## src/rtl/div16by8_seq.sv

```systemverilog
// Sequential restoring divider: 2*DW-bit unsigned dividend by DW-bit unsigned divisor,
// one quotient bit per clock, MSB first. Divide-by-zero completes in one cycle with dbz set.
module div16by8_seq #(
  parameter int DW = 8
) (
  input  logic              clk,
  input  logic              rst_n,
  input  logic              start,
  input  logic [2*DW-1:0]   dividend,
  input  logic [DW-1:0]     divisor,
  output logic [2*DW-1:0]   quotient,
  output logic [DW-1:0]     remainder,
  output logic              busy,
  output logic              done,
  output logic              dbz,
  output logic [1:0]        o_dbg_state
);

  // Handshake: start is taken on any rising edge where the FSM is not in CALC (IDLE or DONE);
  // operands are captured on that edge and busy rises with it. done is a single-cycle pulse,
  // and quotient/remainder/dbz are valid from the done cycle until the next done.
  localparam int CW = $clog2(2 * DW);

  typedef enum logic [1:0] {
    S_IDLE = 2'd0,
    S_CALC = 2'd1,
    S_DONE = 2'd2
  } state_t;

  state_t              r_state;
  logic [CW-1:0]       r_cnt;
  logic [2*DW-1:0]     r_dvd;
  logic [DW-1:0]       r_dvs;
  logic [DW-1:0]       r_prem;
  logic [2*DW-1:0]     r_quotient;
  logic [DW-1:0]       r_remainder;
  logic                r_busy;
  logic                r_done;
  logic                r_dbz;

  logic [DW:0]         w_shift;
  logic                w_ge;
  logic [DW-1:0]       w_diff;
  logic [DW-1:0]       w_prem_next;
  logic [2*DW-1:0]     w_quot_next;
  logic                w_last;

  // The 9-bit trial value never exceeds 2*divisor-1, so the low DW bits of the
  // difference are exact whenever the subtraction is kept.
  assign w_shift     = {r_prem, r_dvd[2*DW-1]};
  assign w_ge        = (w_shift >= {1'b0, r_dvs});
  assign w_diff      = w_shift[DW-1:0] - r_dvs;
  assign w_prem_next = w_ge ? w_diff : w_shift[DW-1:0];
  assign w_quot_next = {r_dvd[2*DW-2:0], w_ge};
  assign w_last      = (r_cnt == CW'(2 * DW - 1));

  always_ff @(posedge clk or negedge rst_n) begin
    if (!rst_n) begin
      r_state     <= S_IDLE;
      r_cnt       <= '0;
      r_dvd       <= '0;
      r_dvs       <= '0;
      r_prem      <= '0;
      r_quotient  <= '0;
      r_remainder <= '0;
      r_busy      <= 1'b0;
      r_done      <= 1'b0;
      r_dbz       <= 1'b0;
    end else begin
      case (r_state)
        S_IDLE, S_DONE: begin
          r_done <= 1'b0;
          if (start) begin
            r_dvd   <= dividend;
            r_dvs   <= divisor;
            r_prem  <= '0;
            r_cnt   <= '0;
            r_busy  <= 1'b1;
            r_state <= S_CALC;
          end else begin
            r_busy  <= 1'b0;
            r_state <= S_IDLE;
          end
        end
        S_CALC: begin
          if (r_dvs == '0) begin
            r_quotient  <= '1;
            r_remainder <= r_dvd[DW-1:0];
            r_dbz       <= 1'b1;
            r_done      <= 1'b1;
            r_busy      <= 1'b0;
            r_state     <= S_DONE;
          end else begin
            r_prem <= w_prem_next;
            r_dvd  <= w_quot_next;
            r_cnt  <= r_cnt + 1'b1;
            if (w_last) begin
              r_quotient  <= w_quot_next;
              r_remainder <= w_prem_next;
              r_dbz       <= 1'b0;
              r_done      <= 1'b1;
              r_busy      <= 1'b0;
              r_state     <= S_DONE;
            end
          end
        end
        default: begin
          r_busy  <= 1'b0;
          r_done  <= 1'b0;
          r_state <= S_IDLE;
        end
      endcase
    end
  end

  assign quotient    = r_quotient;
  assign remainder   = r_remainder;
  assign busy        = r_busy;
  assign done        = r_done;
  assign dbz         = r_dbz;
  assign o_dbg_state = r_state;

endmodule
```

## config.mk

```make
export PLATFORM = sky130hd
export DESIGN_NAME = div16by8_seq
export DESIGN_NICKNAME = d
export VERILOG_FILES = /design/src/rtl/div16by8_seq.sv
export SDC_FILE = /design/constraint.sdc
export NUM_CORES = 1
export LEC_CHECK = 0
export ABC_AREA = 1
export CAP_MARGIN = 20
export CORE_MARGIN = 8
export CORE_UTILIZATION = 53
export CTS_CLUSTER_DIAMETER = 200
export CTS_CLUSTER_SIZE = 12
export DETAILED_ROUTE_END_ITERATION = 10
export PLACE_DENSITY = 0.78
export SYNTH_ARGS = -nofsm -noshare
export SYNTH_HDL_FRONTEND = slang
export SYNTH_SLANG_ARGS = --single-unit
export TNS_END_PERCENT = 10
```

## constraint.sdc

```tcl
create_clock -name clk -period 1.9 [get_ports clk]
set_input_delay 0.19 -clock clk [delete_from_list [all_inputs] [get_ports clk]]
set_output_delay 0.19 -clock clk [all_outputs]
set_load 0.02 [all_outputs]
```

==> impl_metrics.csv <==
group,metric,value,unit
routing,drtIter0Drc,179,
critical_path,start_kind,"flop",
floorplan,initial_core_util,54.5,%
timing,setup_viol,0,
routing,highest_layer,"met4",
synth,ys_ff_latch,63,
timing,maxSlewViolCount,0,
placed_design,dpl.hpwl,6200,um
routing,detail_route.wl_per_cell,15.4,um
critical_path,crit_type,"flop to flop",
layout,finalNonFillerCells,544,
synth,synth_fp_nets,424,
run,cap_violations,0,
grt,grt_pass1_vias,2959,
critical_path,cp.arrival,2.07,ns
floorplan,num_io_pins,56,
synth,synth_area_leader_cell,"dfrtp_1",
routing,ant_nets,0,
grt,grt_usage,20.3,%
critical_path,cp-end-kind,"flop",
power,internal_power,4.99,mW
critical_path,crit_chain,"ha_4, buf_4, nand4_1, nand2_2, nand2_4, buf_4, nand3_1, nand3_1, nand2_1, nand2_1",
power,p_total,9.15,mW
power,clockPowerShare,13.3,%
timing,worstMarginPinSlew,0.523,ns
layout,diodes,0,
power,switchingPower,4.16,mW
floorplan,die_w,93.6,um
grt,grt_max_degree,44,
timing,period_minus_slack,1.83,ns
timing,hold_viol_final,0,
timing,fmax,546,MHz
cts,cts-root-buf,"clkbuf_8",
cts,h-tree-depth,3,
power,p_per_area,2150,nW/um^2
critical_path,cp_top_family,"simple AND/OR/NAND/NOR gates",
timing,slew_headroom,65.1,%
synth,seq_area_frac_synth,49.5,%
routing,drt_first_pass_iters,4,
cts,numClockSinks,63,
layout,drive_above_1_share,16.0,%
routing,routed_wl,8370,um
floorplan,fp.coreArea,5850,um^2
timing,hold_slack,0.359,ns
floorplan,rows,28,
min_path,hold_path_class,"input pin to asynchronous set/reset pin",
timing,finalClockSkew,0.00879,ns
critical_path,worstPathMaxFanout,6,
synth,yosys_warnings,0,
synth,syn_area,3190,um^2
critical_path,worstPathRequired,2.14,ns
layout,final_net_count,501,
critical_path,cpPeakStageDelay,0.44,ns
placed_design,placed_cells,518,
power,combPwrFrac,60.2,%
cts,clkSlewWorstSetupHoldPaths,0.08,ns
routing,wl_met3,516,um
synth,syn_avg_cell_area,8.24,um^2
cts,clk_latency,0.34,ns
layout,areaGrowthSynthToFinish,33.7,%
cts,cts_buffers,9,
layout,stdcell_area,4260,um^2
routing,routed_via_density,5.22,
synth,synthTopCellsByArea,"dfrtp_1 49%, nand2_1 14%, inv_1 4.9%",
routing,vias,2837,
power,leakage,2.12,nW
status,status,"completed",
power,vdd_ir_drop_max,1.25,mV
floorplan,die_h,93.6,um
cts,clockBufferDepth,2,
grt,gr-total-overflow,0,
synth,synth_top_cell_area_share,49.5,%
power,seqPwrFrac,26.5,%
placed_design,io_buffers,55,
synth,synth_cell_types,30,
routing,drc_errors,0,
grt,grt_pass1_wl,14100,um
synth,syn_inst,387,
grt,antenna_found_initial,0,
placed_design,place_congestion,0.876,
critical_path,path_buf_inv,2,
placed_design,placed_area,3880,um^2
routing,wl_met2,4020,um
timing,rsz0062_at_grt,"yes",
power,switching_share,45.5,%
cts,cts_tree,"done",
timing,post-route-period-util,96.3,%
critical_path,critical-path-slowest-cell,"dfrtp_1",
floorplan,die_area,8750,um^2
routing,met1_length,3690,um
[Yosys cell counts (all sizes together)]
cell,n
nand2,123
dfrtp,63
inv,48
o21ai,31
nand3,24
nor2,24
a21oi,23
a22oi,13
buf,9
ha,9
clkbuf,4
nand4,3
o211ai,3
xor2,3
a31oi,2
nor3,2
clkinv,1
fa,1
o22ai,1
[final timing paths]
check | endpoint | cells past startpoint | slack [ns] | from
min reg2reg | remainder[6] | 2 | 0.48 | remainder[6]
max | remainder[6] | 10 | 0.07 | r_prem[1]
max reg2reg | remainder[6] | 10 | 0.07 | r_prem[1]
min in group clk | r_dvs[0] | 3 | 0.40 | divisor[0]
max in group asynchronous | quotient[10] | 3 | 0.94 | rst_n
min | remainder[6] | 2 | 0.36 | rst_n
[stage by stage]
step | worst slack [ns] | TNS (ns) | utilization (%)
floorplan | 0.173 | 0 | -
global placement | 0.0112 | 0 | 66.3
detailed placement | -0.0227 | -0.0428 | 66.3
CTS | 0.00227 | 0 | 70.1
global route | -0.0373 | -0.321 | 72.8
finish | 0.0698 | 0 | 72.8
[kinds of logic (layout without fill, tap and decap cells)]
family / after synthesis / in the layout / synth area share, %
AO/OA/AOI/OAI: 73 / 73 / 13.2
flip-flops: 63 / 63 / 49.5
AND/OR/NAND/NOR: 176 / 177 / 24.2
XOR/XNOR: 3 / 3 / 0.824
buffers and inverters: 62 / 143 / 8.20
adder cells (fa/ha/maj): 10 / 10 / 4.16
[power groups by stage]
stage / combinational (mW) / clock, mW / sequential, mW
after floorplan: 3.00 / 0 / 2.68
after global placement: 4.89 / 0 / 2.40
after detailed placement: 5.01 / 0 / 2.41
after CTS: 5.06 / 1.24 / 2.40
after global routing: 6.15 / 1.29 / 2.49
final: 5.51 / 1.22 / 2.42
[final cells by class]
| class | instances | area (um^2) |
|---|---|---|
| Fill cell | 474 | 1590 |
| Sequential cell | 63 | 1580 |
| Multi-Input combinational cell | 263 | 1440 |
| Timing Repair Buffer | 78 | 751 |
| Inverter | 49 | 189 |
| Clock buffer | 11 | 151 |
| Tap cell | 75 | 93.8 |
| Clock inverter | 5 | 56.3 |
[flip-flops by register name (all words and copies together) (netlist names)]
signal / count
r_prem: 8
r_dvs: 8
r_cnt: 4
r_dvd: 16
remainder: 8
busy: 1
dbz: 1
done: 1
quotient: 16
[repair_timing]
| action | CTS | global route |
|---|---|---|
| setup buffers | 0 | 7 |
| cloned | 0 | 2 |
| hold buffers | 1 | 0 |
| hold endpoints to repair | 20 | 0 |
| setup endpoints to repair | 7 | 35 |
| pin swaps | 0 | 3 |
| resized for setup | 1 | 19 |
[cell usage in the layout, fill, tap and decap left out]
cell / count
dfrtp_1: 63
nor2_1: 21
o21ai_0: 30
a21oi_1: 19
a31oi_1: 2
buf_4: 17
o21ai_1: 1
nand2_8: 1
clkdlybuf4s50_1: 54
inv_2: 8
nand3_1: 23
clkinv_4: 1
nand2_4: 3
dlygate4sd3_1: 1
a21oi_2: 4
nor2_4: 2
xor2_1: 3
nand4_1: 2
nand4_2: 1
ha_1: 5
nand2_1: 112
bufinv_16: 1
buf_6: 2
o22ai_1: 1
o211ai_1: 3
nor3_2: 1
buf_2: 2
fa_1: 1
nand3_2: 1
clkbuf_8: 11
nor3_1: 1
inv_1: 39
clkinv_2: 3
clkinvlp_4: 2
ha_4: 4
a22oi_1: 13
nand2_2: 8
buf_12: 2
nor2_8: 1
[layer usage]
| layer | vias up | track usage, % |
|---|---|---|
| met2 | 85 | 33.6 |
| met5 | - | 0 |
| li1 | 1410 | - |
| met4 | 0 | 6.74 |
| met1 | 1324 | 24.9 |
| met3 | 18 | 5.85 |
(Power assumes the default switching activity.)
